### config.mk
export PLATFORM = sky130hd
export DESIGN_NAME = multicycle_controller
export DESIGN_NICKNAME = d
export VERILOG_FILES = /design/src/rtl/multicycle_controller.sv
export SDC_FILE = /design/constraint.sdc
export NUM_CORES = 1
export LEC_CHECK = 0
export BUFFER_PORTS_ARGS = -buffer_cell sky130_fd_sc_hd__buf_2
export CORE_AREA = 8 8 69 71
export DETAILED_ROUTE_END_ITERATION = 7
export DIE_AREA = 0 0 77 79
export SLEW_MARGIN = 0
export SYNTH_ARGS = -nofsm -noshare
export SYNTH_HDL_FRONTEND = slang
export SYNTH_SLANG_ARGS = --single-unit
### constraint.sdc
create_clock -name clk -period 4.05 [get_ports clk]
set_clock_uncertainty 0.2 [all_clocks]
set_input_delay 0.81 -clock clk [delete_from_list [all_inputs] [get_ports clk]]
set_output_delay 0.81 -clock clk [all_outputs]
set_load 0.1 [all_outputs]
### src/rtl/multicycle_controller.sv
// rtl/multicycle_controller.sv - multi-cycle RV32I sequencing FSM with memory-wait timeout
module multicycle_controller #(
    parameter int unsigned TIMEOUT = 255
) (
    input  logic       clk,
    input  logic       rst_n,
    input  logic [6:0] op,
    input  logic       CondTrue,
    input  logic       MemReady,
    output logic       PCWrite,
    output logic       IRWrite,
    output logic       AdrSrc,
    output logic       MemReq,
    output logic       MemWrite,
    output logic       RegWrite,
    output logic [1:0] ResultSrc,
    output logic [1:0] ALUSrcA,
    output logic [1:0] ALUSrcB,
    output logic [1:0] ALUOp,
    output logic [2:0] ImmSrc,
    output logic       InstrDone,
    output logic       IllegalOp,
    output logic       MemTimeout,
    output logic [3:0] State
);
    localparam logic [3:0] S_IDLE     = 4'd0;
    localparam logic [3:0] S_FETCH    = 4'd1;
    localparam logic [3:0] S_DECODE   = 4'd2;
    localparam logic [3:0] S_MEMADR   = 4'd3;
    localparam logic [3:0] S_MEMREAD  = 4'd4;
    localparam logic [3:0] S_MEMWB    = 4'd5;
    localparam logic [3:0] S_MEMWRITE = 4'd6;
    localparam logic [3:0] S_EXECR    = 4'd7;
    localparam logic [3:0] S_EXECI    = 4'd8;
    localparam logic [3:0] S_ALUWB    = 4'd9;
    localparam logic [3:0] S_BRANCH   = 4'd10;
    localparam logic [3:0] S_JAL      = 4'd11;
    localparam logic [3:0] S_JALR     = 4'd12;
    localparam logic [3:0] S_LUI      = 4'd13;
    localparam logic [3:0] S_TRAP     = 4'd15;

    localparam int CW = (TIMEOUT > 255) ? $clog2(TIMEOUT + 1) : 8;
    localparam logic [CW-1:0] TMO = CW'(TIMEOUT);

    logic [3:0]    state_q, state_d;
    logic [CW-1:0] cnt_q, cnt_d;
    logic          ill_q, ill_d;
    logic          mto_q, mto_d;
    logic          wait_st, tmo, rdy;

    assign wait_st = (state_q == S_FETCH) || (state_q == S_MEMREAD) || (state_q == S_MEMWRITE);
    // On the timeout cycle the request is withdrawn, so a late MemReady is not honoured.
    assign tmo     = wait_st && (TIMEOUT != 0) && (cnt_q == TMO);
    assign rdy     = MemReady && !tmo;

    always_comb begin
        state_d = state_q;
        ill_d   = ill_q;
        mto_d   = mto_q || tmo;
        case (state_q)
            S_IDLE:     state_d = S_FETCH;
            S_FETCH:    state_d = tmo ? S_TRAP : (rdy ? S_DECODE : S_FETCH);
            S_DECODE: begin
                case (op)
                    7'b0000011, 7'b0100011: state_d = S_MEMADR;
                    7'b0110011:             state_d = S_EXECR;
                    7'b0010011:             state_d = S_EXECI;
                    7'b1100011:             state_d = S_BRANCH;
                    7'b1101111:             state_d = S_JAL;
                    7'b1100111:             state_d = S_JALR;
                    7'b0110111:             state_d = S_LUI;
                    default: begin
                        state_d = S_TRAP;
                        ill_d   = 1'b1;
                    end
                endcase
            end
            S_MEMADR:   state_d = (op == 7'b0000011) ? S_MEMREAD : S_MEMWRITE;
            S_MEMREAD:  state_d = tmo ? S_TRAP : (rdy ? S_MEMWB : S_MEMREAD);
            S_MEMWB:    state_d = S_FETCH;
            S_MEMWRITE: state_d = tmo ? S_TRAP : (rdy ? S_FETCH : S_MEMWRITE);
            S_EXECR:    state_d = S_ALUWB;
            S_EXECI:    state_d = S_ALUWB;
            S_ALUWB:    state_d = S_FETCH;
            S_BRANCH:   state_d = S_FETCH;
            S_JAL:      state_d = S_ALUWB;
            S_JALR:     state_d = S_JAL;
            S_LUI:      state_d = S_FETCH;
            default:    state_d = S_TRAP;
        endcase
    end

    // Any state change clears the count, which covers entry to every wait state.
    always_comb begin
        cnt_d = cnt_q;
        if (state_d != state_q) begin
            cnt_d = '0;
        end else if (wait_st && !MemReady && (cnt_q != {CW{1'b1}})) begin
            cnt_d = cnt_q + 1'b1;
        end
    end

    always_ff @(posedge clk or negedge rst_n) begin
        if (!rst_n) begin
            state_q <= S_IDLE;
            cnt_q   <= '0;
            ill_q   <= 1'b0;
            mto_q   <= 1'b0;
        end else begin
            state_q <= state_d;
            cnt_q   <= cnt_d;
            ill_q   <= ill_d;
            mto_q   <= mto_d;
        end
    end

    always_comb begin
        PCWrite   = 1'b0;
        IRWrite   = 1'b0;
        AdrSrc    = 1'b0;
        MemReq    = 1'b0;
        MemWrite  = 1'b0;
        RegWrite  = 1'b0;
        ResultSrc = 2'b00;
        ALUSrcA   = 2'b00;
        ALUSrcB   = 2'b00;
        ALUOp     = 2'b00;
        ImmSrc    = 3'b000;
        InstrDone = 1'b0;
        if (rst_n) begin
            case (op)
                7'b0100011: ImmSrc = 3'b001;
                7'b1100011: ImmSrc = 3'b010;
                7'b1101111: ImmSrc = 3'b011;
                7'b0110111: ImmSrc = 3'b100;
                default:    ImmSrc = 3'b000;
            endcase
            case (state_q)
                S_FETCH: begin
                    MemReq    = !tmo;
                    ALUSrcB   = 2'b10;
                    ResultSrc = 2'b10;
                    IRWrite   = rdy;
                    PCWrite   = rdy;
                end
                S_DECODE: begin
                    ALUSrcA = 2'b01;
                    ALUSrcB = 2'b01;
                end
                S_MEMADR, S_JALR: begin
                    ALUSrcA = 2'b10;
                    ALUSrcB = 2'b01;
                end
                S_MEMREAD: begin
                    MemReq = !tmo;
                    AdrSrc = 1'b1;
                end
                S_MEMWB: begin
                    ResultSrc = 2'b01;
                    RegWrite  = 1'b1;
                    InstrDone = 1'b1;
                end
                S_MEMWRITE: begin
                    MemReq    = !tmo;
                    MemWrite  = 1'b1;
                    AdrSrc    = 1'b1;
                    InstrDone = rdy;
                end
                S_EXECR: begin
                    ALUSrcA = 2'b10;
                    ALUOp   = 2'b10;
                end
                S_EXECI: begin
                    ALUSrcA = 2'b10;
                    ALUSrcB = 2'b01;
                    ALUOp   = 2'b10;
                end
                S_ALUWB, S_LUI: begin
                    ResultSrc = (state_q == S_LUI) ? 2'b11 : 2'b00;
                    RegWrite  = 1'b1;
                    InstrDone = 1'b1;
                end
                S_BRANCH: begin
                    ALUSrcA   = 2'b10;
                    ALUOp     = 2'b01;
                    PCWrite   = CondTrue;
                    InstrDone = 1'b1;
                end
                S_JAL: begin
                    ALUSrcA = 2'b01;
                    ALUSrcB = 2'b10;
                    PCWrite = 1'b1;
                end
                default: ;
            endcase
        end
    end

    assign IllegalOp  = ill_q;
    assign MemTimeout = mto_q;
    assign State      = state_q;

endmodule
Word level (Yosys, flattened, before mapping)
Cells that the tools add are included.
{"block": "op_classes", "n_addsub": 1, "n_reduce_logical": 26, "n_eq_ne": 24, "mux": 36, "n_bitwise": 1}
{"op": "$pmux W4 S8", "n": 1}
{"op": "$pmux W4 S7", "n": 1}
{"op": "$eq A4 B4 Y1 const B", "n": 6}
{"op": "$eq A7 B6 Y1 const B", "n": 3}
{"op": "$eq A7 B7 Y1 const B", "n": 3}
{"op": "$eq A4 B3 Y1 const B", "n": 4}
{"op": "$mux W8", "n": 2}
{"op": "$mux W2", "n": 7}
{"op": "$mux W1", "n": 13}
{"op": "$mux W4", "n": 3}
{"op": "$pmux W2 S2", "n": 3}
{"op": "$pmux W3 S4", "n": 1}
{"op": "$reduce_or A2 Y1", "n": 6}
{"op": "$reduce_or A5 Y1", "n": 2}
{"op": "$reduce_or A3 Y1", "n": 3}
{"op": "$add A8 B1 Y8 const B", "n": 1}
{"op": "$eq A4 B2 Y1 const B", "n": 2}
{"op": "$eq A8 B8 Y1 const B", "n": 1}
{"op": "$ne A8 B8 Y1 const B", "n": 1}
{"op": "$reduce_or A4 Y1", "n": 2}
{"op": "$reduce_or A8 Y1", "n": 1}
{"op": "$eq A7 B2 Y1 const B", "n": 1}
{"op": "$eq A7 B5 Y1 const B", "n": 1}
{"op": "$mux W3", "n": 2}
{"op": "other kinds (12)", "n": 18}
{"block": "word_totals", "word_cells": 92, "regBits": 14, "in_bits": 11}

Longest topological paths before layout
{"block": "depth", "word_depth": 11, "mapped_depth": 7}

Worst setup path before layout
Ideal clock, no wire load.
{"block": "synth_path", "path_kind": "input to output", "startpoint": "input op[2]", "endpoint": "output ImmSrc[0]", "setup_slack_ps": -3029, "t_arrival_ps": 6069, "stages": 3, "path_buffers": 1, "t_required_ps": 3040, "path_cell_list": "clkbuf_1 -> or3_1 -> a2111oi_0"}
{"block": "synth_via", "elab_chain_len": 3, "word_cells_on_any_way": 6}
{"element": "start, declared", "line_no": "7", "text": "input logic [6:0] op,"}
{"element": "$eq A7 B6 Y1 or $eq A7 B7 Y1 (tied branches)", "line_no": "131", "text": "case (op)"}
{"element": "$pmux W3 S4 (*)", "line_no": "131"}
{"element": "$mux W3 (*)", "line_no": "130", "text": "if (rst_n) begin"}
{"element": "end, declared", "line_no": "20", "text": "output logic [2:0] ImmSrc,"}
Every way passes the cells marked *; elsewhere a longest branch is shown, timed or not.

Final worst setup path
Same ends and word-level chain as after synthesis.

==> metrics.md <==
| Metric | Value |
|---|---|
| Worst-Skew Late Latency | `0.25 ns` |
| Share of layout cells above drive strength 1 | `0.286` |
| Via Count | `1400` |
| Clock power frac | `0.444` |
| Placed cell count | `249` |
| Io pins | `35` |
| WP buf/inv | `2` |
| Vias per inst | `5.53` |
| Crit-path max cell delay | `0.48 ns` |
| Count of clock tree sinks | `14` |
| Most frequent CP cell | `buf_2` |
| Hold Path Stages | `1` |
| Worst slew pin tran | `0.653 ns` |
| Critical Path AT | `2.19 ns` |
| Synthesis-stage register bit count | `14` |
| Async SR Flop Fraction | `1.00` |
| Largest net degree at the start of global routing | `25` |
| Post-layout minimum cycle time | `3.20 ns` |
| Final setup fails | `0` |
| Clk root buf | `clkbuf_8` |
| Critical-path cell list | `buf_2, or3_1, a2111oi_2, buf_2` |
| Cell Int Power | `236 uW` |
| Die area | `6080 sq um` |
| ANT cells | `0` |
| Site Rows | `23` |
| First-pass DRT Iterations | `4` |
| Number of max-cap violations | `0` |
| Avg WL per Cell | `16.0 um` |
| Power density over the cells | `184 nW/um^2` |
| Worst Reg2Reg Path Length in Cells | `7` |
| Critical-path maximum fanout | `12` |
| Initial antenna violation count | `0` |
| Synth cell types | `52` |
| Area Overhead vs Synth | `21.4%` |
| Final nets | `216` |
| Worst hold path type | `flop to flop` |
| Syn Inst Count | `172` |
| Worst vdd ir | `137 uV` |
| Clk pin slew, worst setup/hold paths | `0.06 ns` |
| Height of the die | `79 um` |
| # fillers | `396` |
| PortBufs | `34` |
| GRT Util Overall | `0.134` |
| Met1 wire length | `1870 um` |
| Synthesized area | `1400 sq um` |
| Post-Syn Nets | `184` |
| Design area | `1700 sq um` |
| Drt drc | `0` |
| Final Power | `313 uW` |
| Sw Pwr | `76.3 uW` |
| CTS tree | `done` |
| CP top delay family | `buffers and inverters` |
| Fmax | `312 MHz` |
| Total wire length | `4040 um` |
| Seq/Total Area, Yosys | `0.250` |
| Max clock buf depth | `2` |
| Seq pwr share | `0.449` |
| CP startpoint kind | `input pin` |
| Final ANT Viol Nets | `0` |
| Slew margin rel. | `0.562` |
| Critical Path RT | `3.04 ns` |
| Commonest non-fill, non-tap cell in the layout | `buf_2` |
| Initial core utilization | `0.370` |
| Final global-route overflow total | `0` |
| Initial drt markers | `78` |
| HPWL after detailed placement | `3010 um` |
| H-tree levels | `1` |
| Post-synth EDFFs | `0` |
| Placed inst area | `1650 sq um` |
| Commonest cells after routing, fill and taps aside | `34 x buf_2, 17 x nand2_1, 14 x dfrtp_1, 12 x nor4_1, 11 x nor2_1` |
| Vias in the first global route | `1424` |
| First-pass GRT wire length | `6900 um` |
| RSZ-0062 raised after global routing | `false` |
| Post-CTS setup buffers | `0` |
| Ys flop type | `dfrtp_1` |
| Highest metal layer with signal wires | `met4` |
| Critical Path Slowest Stage Cell | `buf_2` |
| Sequential standard cell area | `350 sq um` |
| WP depth | `4` |
| Hold Vio Cnt, Final | `0` |
| Hold-fix buffers at CTS | `0` |
| Final Max Tran Viols | `0` |
| Die extent in x | `77 um` |
| Post-CTS sizing | `0` |
| Synth Warn # | `0` |
| CTS buffer count | `3` |
| Area of the multi-input gates | `1020 sq um` |
| Leakage | `0.000738 uW` |
| WS Path Type | `input pin to output port` |
| Fin cells | `253` |
| Combinational group share of total power | `0.107` |
| Status | `completed` |
| Sw frac | `0.244` |
| Met3 wire len | `184 um` |
| CP endpoint kind | `output port` |
| Hold Worst Slack | `0.260 ns` |
| Met2 wire len | `1940 um` |
| Core area | `3800 sq um` |
| Period utilization | `0.791` |
| Global placement routability congestion | `0.845` |
| Setup TNS | `0 ns` |
| Syn_area_per_cell | `8.16 sq um` |
[flip-flops by register name, indices dropped and copies added, names as in the netlist]
signal	flops
IllegalOp	1
State	4
MemTimeout	1
cnt_q	8
[final timing paths]
path,startpoint,to,slack (ns)
worst max register to register,State[2],cnt_q[4],1.18
min in group asynchronous,rst_n,State[3],0.31
worst min-delay path,MemTimeout,MemTimeout,0.26
worst min register to register,MemTimeout,MemTimeout,0.26
max in group asynchronous,rst_n,State[2],3.00
worst max-delay path,op[2],ImmSrc[0],0.85
[power by group through the flow]
stage          Sequential (uW)  Combinational (uW)  Clock [uW]
2_1_floorplan              145                17.1           0
5_1_grt                    140                36.6         151
3_3_place_gp               143                33.4           0
4_1_cts                    140                34.0         144
6_report                   140                33.6         139
3_5_place_dp               143                33.9           0
[metal layers]
layer / global-route usage / up-vias
met5: 0 / -
met4: 0.0321 / 0
met3: 0.0293 / 7
met2: 0.227 / 29
met1: 0.168 / 652
li1: - / 712
[cell type report]
cell class,count,share of cell area
Clock buffer,4,0.0323
Inverter,5,0.0110
Multi-Input combinational cell,142,0.597
Sequential cell,14,0.206
Tap cell,50,0.0367
Timing Repair Buffer,38,0.117
[metrics by stage]
step | util | setup slack (ns)
finish | 0.449 | 0.846
global placement | 0.434 | 0.849
global route | 0.449 | 0.713
floorplan | - | -0.350
detailed placement | 0.434 | 0.830
CTS | 0.449 | 0.831
[Yosys cell counts, drive strengths merged (2+ instances only)]
master,number,area share
a311oi,3,0.031
nand4,2,0.0089
o22ai,3,0.013
nor4b,3,0.023
a311o,2,0.014
buf,6,0.025
and2,6,0.027
o21a,2,0.011
nand3,5,0.018
nand2b,5,0.022
dfrtp,14,0.25
xor2,3,0.024
nand2,17,0.045
nor3,5,0.018
and4,3,0.019
o41ai,2,0.018
nor2b,6,0.027
o21ai,6,0.021
a21oi,5,0.018
xnor2,8,0.050
inv,5,0.013
nor4,12,0.053
and3,7,0.031
nor2,12,0.032
clkbuf,5,0.013
or4b,2,0.020
mux2i,2,0.014
nor3b,4,0.021
[logic make-up (layout without fill, tap and decap cells)]
logic type,count (synthesis),count (layout),share of synthesized area
flops,14,14,0.250
compound gates,33,33,0.188
buf+inv,16,47,0.0517
xor+xnor,11,11,0.0740
mux,2,2,0.0143
simple gates,95,95,0.414
fa+ha+maj,1,1,0.00891
Note: power is estimated with default switching activity, not from simulation.
